<file path="config.mk">
export PLATFORM = sky130hd
export DESIGN_NAME = control_unit
export DESIGN_NICKNAME = d
export VERILOG_FILES = /design/src/rtl/control_unit.sv
export SDC_FILE = /design/constraint.sdc
export NUM_CORES = 1
export LEC_CHECK = 0
export CORE_MARGIN = 2
export CORE_UTILIZATION = 28
export DETAILED_ROUTE_END_ITERATION = 8
export PLACE_DENSITY = 0.72
export SETUP_SLACK_MARGIN = 0.1
export SLEW_MARGIN = 20
export SYNTH_ARGS = -nofsm -noshare
export SYNTH_HDL_FRONTEND = slang
export SYNTH_SLANG_ARGS = --single-unit
</file>
<file path="constraint.sdc">
create_clock -name clk -period 2.9 [get_ports clk]
set_clock_uncertainty 0.05 [all_clocks]
set_input_delay 0.87 -clock clk [delete_from_list [all_inputs] [get_ports clk]]
set_output_delay 0.87 -clock clk [all_outputs]
set_load 0.05 [all_outputs]
</file>
<file path="src/rtl/control_unit.sv">
// rtl/control_unit.sv - single-cycle instruction decode with active/halted gating
// Optional halt latch enabled by defining CONTROL_HALT_LATCH_EN.
module control_unit (
   input  logic       clk,
   input  logic       rst_n,
   input  logic [3:0] opcode,
   input  logic [3:0] funct_code,
   input  logic [2:0] hazard,
   output logic [1:0] byte_access,
   output logic [2:0] alu_op,
   output logic [1:0] alu_src,
   output logic [1:0] write_back,
   output logic       mem_write,
   output logic       mem_read,
   output logic       write_enable_1,
   output logic       write_enable_2,
   output logic       write_data_2,
   output logic       if_flush,
   output logic       pc_src
);

   localparam logic [3:0] OP_RTYPE = 4'b0000;
   localparam logic [3:0] OP_ANDI  = 4'b0001;
   localparam logic [3:0] OP_ORI   = 4'b0010;
   localparam logic [3:0] OP_BLT   = 4'b0100;
   localparam logic [3:0] OP_BGT   = 4'b0101;
   localparam logic [3:0] OP_BEQ   = 4'b0110;
   localparam logic [3:0] OP_LB    = 4'b1000;
   localparam logic [3:0] OP_SB    = 4'b1001;
   localparam logic [3:0] OP_LW    = 4'b1010;
   localparam logic [3:0] OP_SW    = 4'b1011;
   localparam logic [3:0] OP_JMP   = 4'b1100;
   localparam logic [3:0] OP_HALT  = 4'b1111;

   localparam logic [3:0] FN_ADD  = 4'b0000;
   localparam logic [3:0] FN_SUB  = 4'b0001;
   localparam logic [3:0] FN_MULT = 4'b0100;
   localparam logic [3:0] FN_DIV  = 4'b1000;
   localparam logic [3:0] FN_MOVE = 4'b1110;
   localparam logic [3:0] FN_SWAP = 4'b1111;

   logic active_q, active_d;
   logic halted_q;
   logic decode_en;

   // A load-use stall turns the whole instruction into a bubble.
   assign decode_en = active_q & ~halted_q & ~hazard[2];

`ifdef CONTROL_HALT_LATCH_EN
   logic halted_d;

   always_ff @(posedge clk) begin
      if (!rst_n) begin
         active_q <= 1'b0;
         halted_q <= 1'b0;
      end else begin
         active_q <= active_d;
         halted_q <= halted_d;
      end
   end

   always_comb begin
      active_d = 1'b1;
      halted_d = halted_q | (decode_en & (opcode == OP_HALT));
   end
`else
   assign halted_q = 1'b0;

   always_ff @(posedge clk) begin
      if (!rst_n) begin
         active_q <= 1'b0;
      end else begin
         active_q <= active_d;
      end
   end

   always_comb begin
      active_d = 1'b1;
   end
`endif

   always_comb begin
      byte_access    = 2'b00;
      alu_op         = 3'b000;
      alu_src        = 2'b00;
      write_back     = 2'b00;
      mem_write      = 1'b0;
      mem_read       = 1'b0;
      write_enable_1 = 1'b0;
      write_enable_2 = 1'b0;
      write_data_2   = 1'b0;
      if_flush       = 1'b0;
      pc_src         = 1'b0;
      if (decode_en) begin
         case (opcode)
            OP_RTYPE: begin
               case (funct_code)
                  FN_ADD: begin
                     write_enable_1 = 1'b1;
                  end
                  FN_SUB: begin
                     alu_op         = 3'b001;
                     write_enable_1 = 1'b1;
                  end
                  FN_MULT: begin
                     alu_op         = 3'b010;
                     write_enable_1 = 1'b1;
                     write_enable_2 = 1'b1;
                  end
                  FN_DIV: begin
                     alu_op         = 3'b011;
                     write_enable_1 = 1'b1;
                     write_enable_2 = 1'b1;
                  end
                  FN_MOVE: begin
                     alu_op         = 3'b110;
                     write_enable_1 = 1'b1;
                  end
                  FN_SWAP: begin
                     alu_op         = 3'b111;
                     write_enable_1 = 1'b1;
                     write_enable_2 = 1'b1;
                     write_data_2   = 1'b1;
                  end
                  default: ;
               endcase
            end
            OP_ANDI, OP_ORI: begin
               alu_op         = (opcode == OP_ANDI) ? 3'b100 : 3'b101;
               alu_src        = 2'b10;
               write_enable_1 = 1'b1;
            end
            OP_LB, OP_LW: begin
               byte_access    = (opcode == OP_LB) ? 2'b01 : 2'b10;
               alu_src        = 2'b01;
               mem_read       = 1'b1;
               write_back     = 2'b01;
               write_enable_1 = 1'b1;
            end
            OP_SB, OP_SW: begin
               byte_access = (opcode == OP_SB) ? 2'b01 : 2'b10;
               alu_src     = 2'b01;
               mem_write   = 1'b1;
            end
            OP_BLT, OP_BGT, OP_BEQ: begin
               // opcode[1:0] + 1 lines up with the compare code: 01 less, 10 greater, 11 equal.
               if (hazard[1:0] == (opcode[1:0] + 2'b01)) begin
                  alu_op   = 3'b001;
                  if_flush = 1'b1;
                  pc_src   = 1'b1;
               end
            end
            OP_JMP: begin
               if_flush = 1'b1;
               pc_src   = 1'b1;
            end
            default: ;
         endcase
      end
   end

endmodule

</file>
==> results.json, run 1 <==
{
  "design.core.area_mm2": 0.00127,
  "synth_seq_cells": 1,
  "place_congestion": 0.732,
  "yosysMostFrequentCell": "nor2_1",
  "yosysTopAreaCellShare_pct": 13.5,
  "yosys.area.top_type": "ha_1",
  "yosysWarnings": 0,
  "violations": "setup timing",
  "drt_iter0_drc": 9,
  "postRouteAntennaNets": 0,
  "criticalPathCategory": "in -> out",
  "layout.area.seq_um2": 20.0,
  "multi_input_area_um2": 524,
  "placed_area_mm2": 0.00107,
  "grtUsageTotal_pct": 24.9,
  "peakVddDrop_v": 0.0000950,
  "crit_family": "simple AND/OR/NAND/NOR gates",
  "reg_top3": "active_q (1)",
  "cp_num_buf_inv": 3,
  "cts.clk_slew.worst_paths_ps": 0,
  "drc": 0,
  "max_clock_freq_ghz": 0.312,
  "die_x_um": 40.4,
  "slew_violations": 0,
  "avgSynthCellArea_um2": 7.01,
  "viasPerCell": 5.06,
  "fin_crit_sh_pct": 111,
  "p_int_uw": 89.1,
  "post-dp-hpwl_um": 1290,
  "largest_reg_flops": 1,
  "yosysUniqueCellTypes": 28,
  "synth-async-reset-ratio_pct": 0,
  "power_uw": 161,
  "diodes": 0,
  "grt.overflow.total": 0,
  "endpoint_kind": "output pin",
  "io_buffer_count": 27,
  "p_seq_share_pct": 9.6,
  "crit_chain": "buf_12, inv_12, ha_4, xnor2_2, nand3_1, or3_4, a21oi_4, buf_12",
  "synth_edf_count": 0,
  "pwr-share-clk_pct": 0,
  "die_h_um": 40.4,
  "status": "complete, but fails checks",
  "cp.required_ps": 1980,
  "antenna_found_initial": 0,
  "ys.flop_type": "dfxtp_1",
  "num_io_pins": 29,
  "synth_area_um2": 372,
  "drive_above_1_share_pct": 76.2,
  "slowest_delay_ps": 410,
  "final-hold-violation-count": 0,
  "cellPowerDensity_mw_per_mm2": 135,
  "synthesis.nets": 70,
  "critPathArrivalTime_ps": 2290,
  "ys_top_cells_by_count": "nor2_1 (9), a21oi_1 (5), ha_1 (4)",
  "hold_path_class": "in -> reg",
  "period_minus_slack_ps": 3210,
  "cap_violations": 0,
  "sw_frac_of_total_pct": 44.8,
  "synth_area_leaders": "ha_1 (13%), nor2_1 (9.1%), xnor2_1 (7.1%)",
  "num_vias": 587,
  "dp_cells": 113,
  "num_rows": 13,
  "fillCellCount": 36,
  "rsz0062_at_grt": "yes",
  "design_area_mm2": 0.00120,
  "layout.cells.non_filler": 116,
  "layout_setup_ws_ps": -305,
  "path_max_fanout": 2,
  "regMostFlops": "active_q",
  "dr.pass1.iters": 3,
  "die-area_mm2": 0.00163,
  "wl_per_cell_um": 17.4,
  "totalWireLength_um": 2020,
  "fin_nets": 120,
  "netlist_instances": 53,
  "cpMaxStageDelayCell": "or3_4",
  "cts.hold.buffers_added": 0,
  "initial_core_util_pct": 29.3,
  "area_growth_pct": 222,
  "grt_pass1_wl_um": 2680,
  "setup_viol": 13,
  "startpoint_type": "input port",
  "p_sw_uw": 72.3,
  "ys_seq_area_share_pct": 5.39,
  "p_comb_share_pct": 90.4,
  "cp_common_cell": "buf_12",
  "static-leakage-power_nw": 0.466,
  "grt_pass1_vias": 604,
  "grt_max_degree": 7,
  "holdWs_ps": 1310
}
logic make-up (layout without fill, tap and decap cells):
logic type               after synthesis  after routing  synth area share (%)
AO/OA/AOI/OAI                         10             10                  18.5
XOR/XNOR                               4              4                  9.43
adder cells (fa/ha/maj)                5              5                  16.2
buffers and inverters                  7             55                  10.1
flip-flops                             1              1                  5.39
other                                  1              1                  1.01
AND/OR/NAND/NOR                       25             25                  39.4
through the flow:
step	setup slack (ps)	utilization [%]	TNS (ps)
after floorplan	-356	-	-982
after global placement	-754	84.5	-7760
after detailed placement	-817	84.5	-8200
after CTS	-335	91.7	-1980
after global routing	-357	94.3	-1840
final	-305	94.3	-1500
path summary, 6_finish.rpt:
kind,from,end,slack (ps),cells after the start
setup / recovery,opcode[0],pc_src,-310,8
hold / removal,rst_n,active_q,1310,1
area by class of cell:
type                            count  share of cell area, %
Tap cell                           15                   1.57
Multi-Input combinational cell     45                   43.8
Timing Repair Buffer               52                   50.2
Inverter                            3                   2.72
Sequential cell                     1                   1.67
layout by cell type, fill, tap and decap left out, types with 2 or more instances in the layout:
| master | instances |
|---|---|
| buf_12 | 13 |
| nor2_1 | 4 |
| buf_2 | 2 |
| buf_4 | 21 |
| nor2_4 | 5 |
| nand2b_1 | 2 |
| clkbuf_2 | 2 |
| or3b_4 | 2 |
| nand3_1 | 3 |
| xnor2_2 | 2 |
| ha_4 | 3 |
| dlygate4sd2_1 | 3 |
| buf_6 | 5 |
| buf_8 | 4 |
| or3_4 | 3 |
| a21oi_4 | 5 |
what timing repair did:
| item | CTS | global route |
|---|---|---|
| setup endpoints to repair | 15 | 15 |
| resized for setup | 39 | 21 |
| pin swaps | 16 | 19 |
| buffers inserted | 4 | 2 |
| cloned | 0 | 0 |
power by group through the flow:
stage	Combinational, mW	Clock, mW	Sequential [mW]
floorplan	0.0613	0	0.0153
global placement	0.121	0	0.0153
detailed placement	0.125	0	0.0155
CTS	0.135	0	0.0155
global route	0.153	0	0.0155
finish	0.146	0	0.0155
metal layers:
layer  vias to the layer above  GRT usage (%)  wire length [um]  share of wire [%]
met3                        10           2.22                73                3.6
met4                         0           1.67                95                4.7
met5                         -              0                 0                  0
met1                       273           24.4               668                 33
li1                        280              -                 -                  -
met2                        24           55.2              1190                 59
No activity file was read; power rests on OpenSTA's default activity.
==> run 2, diff against run 1 <==
CTS_CLUSTER_DIAMETER = 120   (was not set)
==> results of run 2 <==
Same layout as run 1: the final DEF is identical, and so are final timing and power.
==> run 3, diff against run 2 <==
PLACE_DENSITY = 0.82   (was 0.72)
clock period = 2.7 ns   (was 2.9 ns; I/O delays follow)
==> run 3 against run 2 <==
Compared with the run above: the run still ends with setup timing left; flip-flop and latch count is the same; final cell count unchanged; cell area is 0.31% lower; sequential power is 6% higher; utilization fell by 0.30 points; critical path depth did not move; global-route usage grew 2.4 points; via count up 13%; first-iteration DRC count up 110%; critical path type unchanged; largest cell class unchanged; largest power group unchanged.
==> results.json, run 3 (synthesis results as in run 1) <==
{
  "design.core.area_mm2": 0.00127,
  "rsz0062_at_grt": "yes",
  "holdPathStages": 1,
  "initial_core_util_pct": 29.3,
  "cp.required_ps": 1840,
  "power_uw": 178,
  "num_io_pins": 29,
  "cap_violations": 0,
  "final_common_cell": "buf_4",
  "status": "complete, but fails checks",
  "slew_violations": 0,
  "critPathArrivalTime_ps": 2220,
  "area_growth_pct": 221,
  "cp_common_cell": "buf_12",
  "place_congestion": 0.789,
  "final_core_util_pct": 94.0,
  "final-hold-violation-count": 0,
  "startpoint_type": "input port",
  "static-leakage-power_nw": 0.466,
  "antenna_found_initial": 0,
  "cellPowerDensity_mw_per_mm2": 149,
  "cts.clk_slew.worst_paths_ps": 0,
  "final_cell_mix": "buf_4 (21), buf_12 (13), buf_6 (7), a21oi_4 (5), nor2_4 (5)",
  "dp_cells": 113,
  "fin_nets": 120,
  "grtUsageTotal_pct": 27.3,
  "drc": 0,
  "cts.hold.buffers_added": 0,
  "num_vias": 662,
  "diodes": 0,
  "grt_pass1_vias": 636,
  "grt.overflow.total": 0,
  "max_clock_freq_ghz": 0.325,
  "slowest_delay_ps": 420,
  "placed_area_mm2": 0.00107,
  "die_x_um": 40.4,
  "hold_path_class": "in -> reg",
  "grt_pass1_wl_um": 2990,
  "period_minus_slack_ps": 3080,
  "viasPerCell": 5.71,
  "post-dp-hpwl_um": 1330,
  "io_buffer_count": 27,
  "setup_viol": 15,
  "peakVddDrop_v": 0.000124,
  "grt_max_degree": 7,
  "holdWs_ps": 1230,
  "violations": "setup timing",
  "postRouteAntennaNets": 0,
  "cpMaxStageDelayCell": "or3_4",
  "drive_above_1_share_pct": 77.2,
  "min_to": "active_q",
  "fin_crit_sh_pct": 114,
  "drt_iter0_drc": 19,
  "dr.pass1.iters": 4,
  "totalWireLength_um": 2430,
  "die-area_mm2": 0.00163,
  "regMostFlops": "active_q",
  "num_rows": 13,
  "crit_chain": "buf_12, inv_12, ha_4, xnor2_2, nand3_1, or3_4, a21oi_4, buf_12",
  "largest_reg_flops": 1,
  "path_max_fanout": 2,
  "endpoint_kind": "output pin",
  "wl_per_cell_um": 21.0,
  "layout.cells.non_filler": 116,
  "hold_start": "rst_n",
  "layout_setup_ws_ps": -377,
  "criticalPathCategory": "in -> out",
  "design_area_mm2": 0.00119,
  "reg_top3": "active_q (1)",
  "die_h_um": 40.4
}
==> run 3: stage by stage <==
stage / setup TNS [ps] / setup slack (ps)
after floorplan: -1700 / -436
after global placement: -8680 / -837
after detailed placement: -9470 / -866
after CTS: -3140 / -396
after global routing: -3360 / -418
final: -3040 / -377
==> run 3: worst max path at each step <==
stage                     startpoint       end  slack, ps  depth (start not counted)
after floorplan            opcode[0]    pc_src       -440                          7
after global placement     opcode[0]    pc_src       -840                          9
after detailed placement   opcode[0]  if_flush       -870                          9
after CTS                  opcode[0]  if_flush       -400                          9
after global routing       opcode[0]  if_flush       -420                          8
final                      opcode[0]  if_flush       -380                          8
==> run 3: critical path: cells and delay by family <==
kind,cells,cell delay [ps]
fa+ha+maj,1,250
buf+inv,3,280
compound gates,1,220
xor+xnor,1,90
simple gates,2,540
==> run 3: repair_timing <==
| item | CTS | global route |
|---|---|---|
| pin swaps | 18 | 9 |
| endpoints found under the setup margin | 15 | 15 |
| endpoints found under the hold margin | 0 | 0 |
| buffers inserted | 3 | 2 |
| resized for setup | 43 | 15 |
==> run 3: area by class of cell <==
type,count,area [um^2]
Timing Repair Buffer,52,592
Multi-Input combinational cell,45,529
Fill cell,38,76.3
Inverter,3,32.5
Sequential cell,1,20.0
Tap cell,15,18.8
==> run 3: routing by layer <==
layer / up-vias / wire (um) / global-route usage [%]
li1: 281 / - / -
met1: 315 / 887 / 33.0
met2: 50 / 1280 / 50.8
met3: 16 / 163 / 2.22
met4: 0 / 99 / 6.67
met5: - / 0 / 0
==> run 3: report_power, final <==
group	switching [mW]	leakage, nW	total [mW]	internal, mW
Clock	0	0	0	0
Sequential	0.000627	0.00844	0.0165	0.0159
Combinational	0.0821	0.458	0.162	0.0796
Total	0.0827	0.466	0.178	0.0955
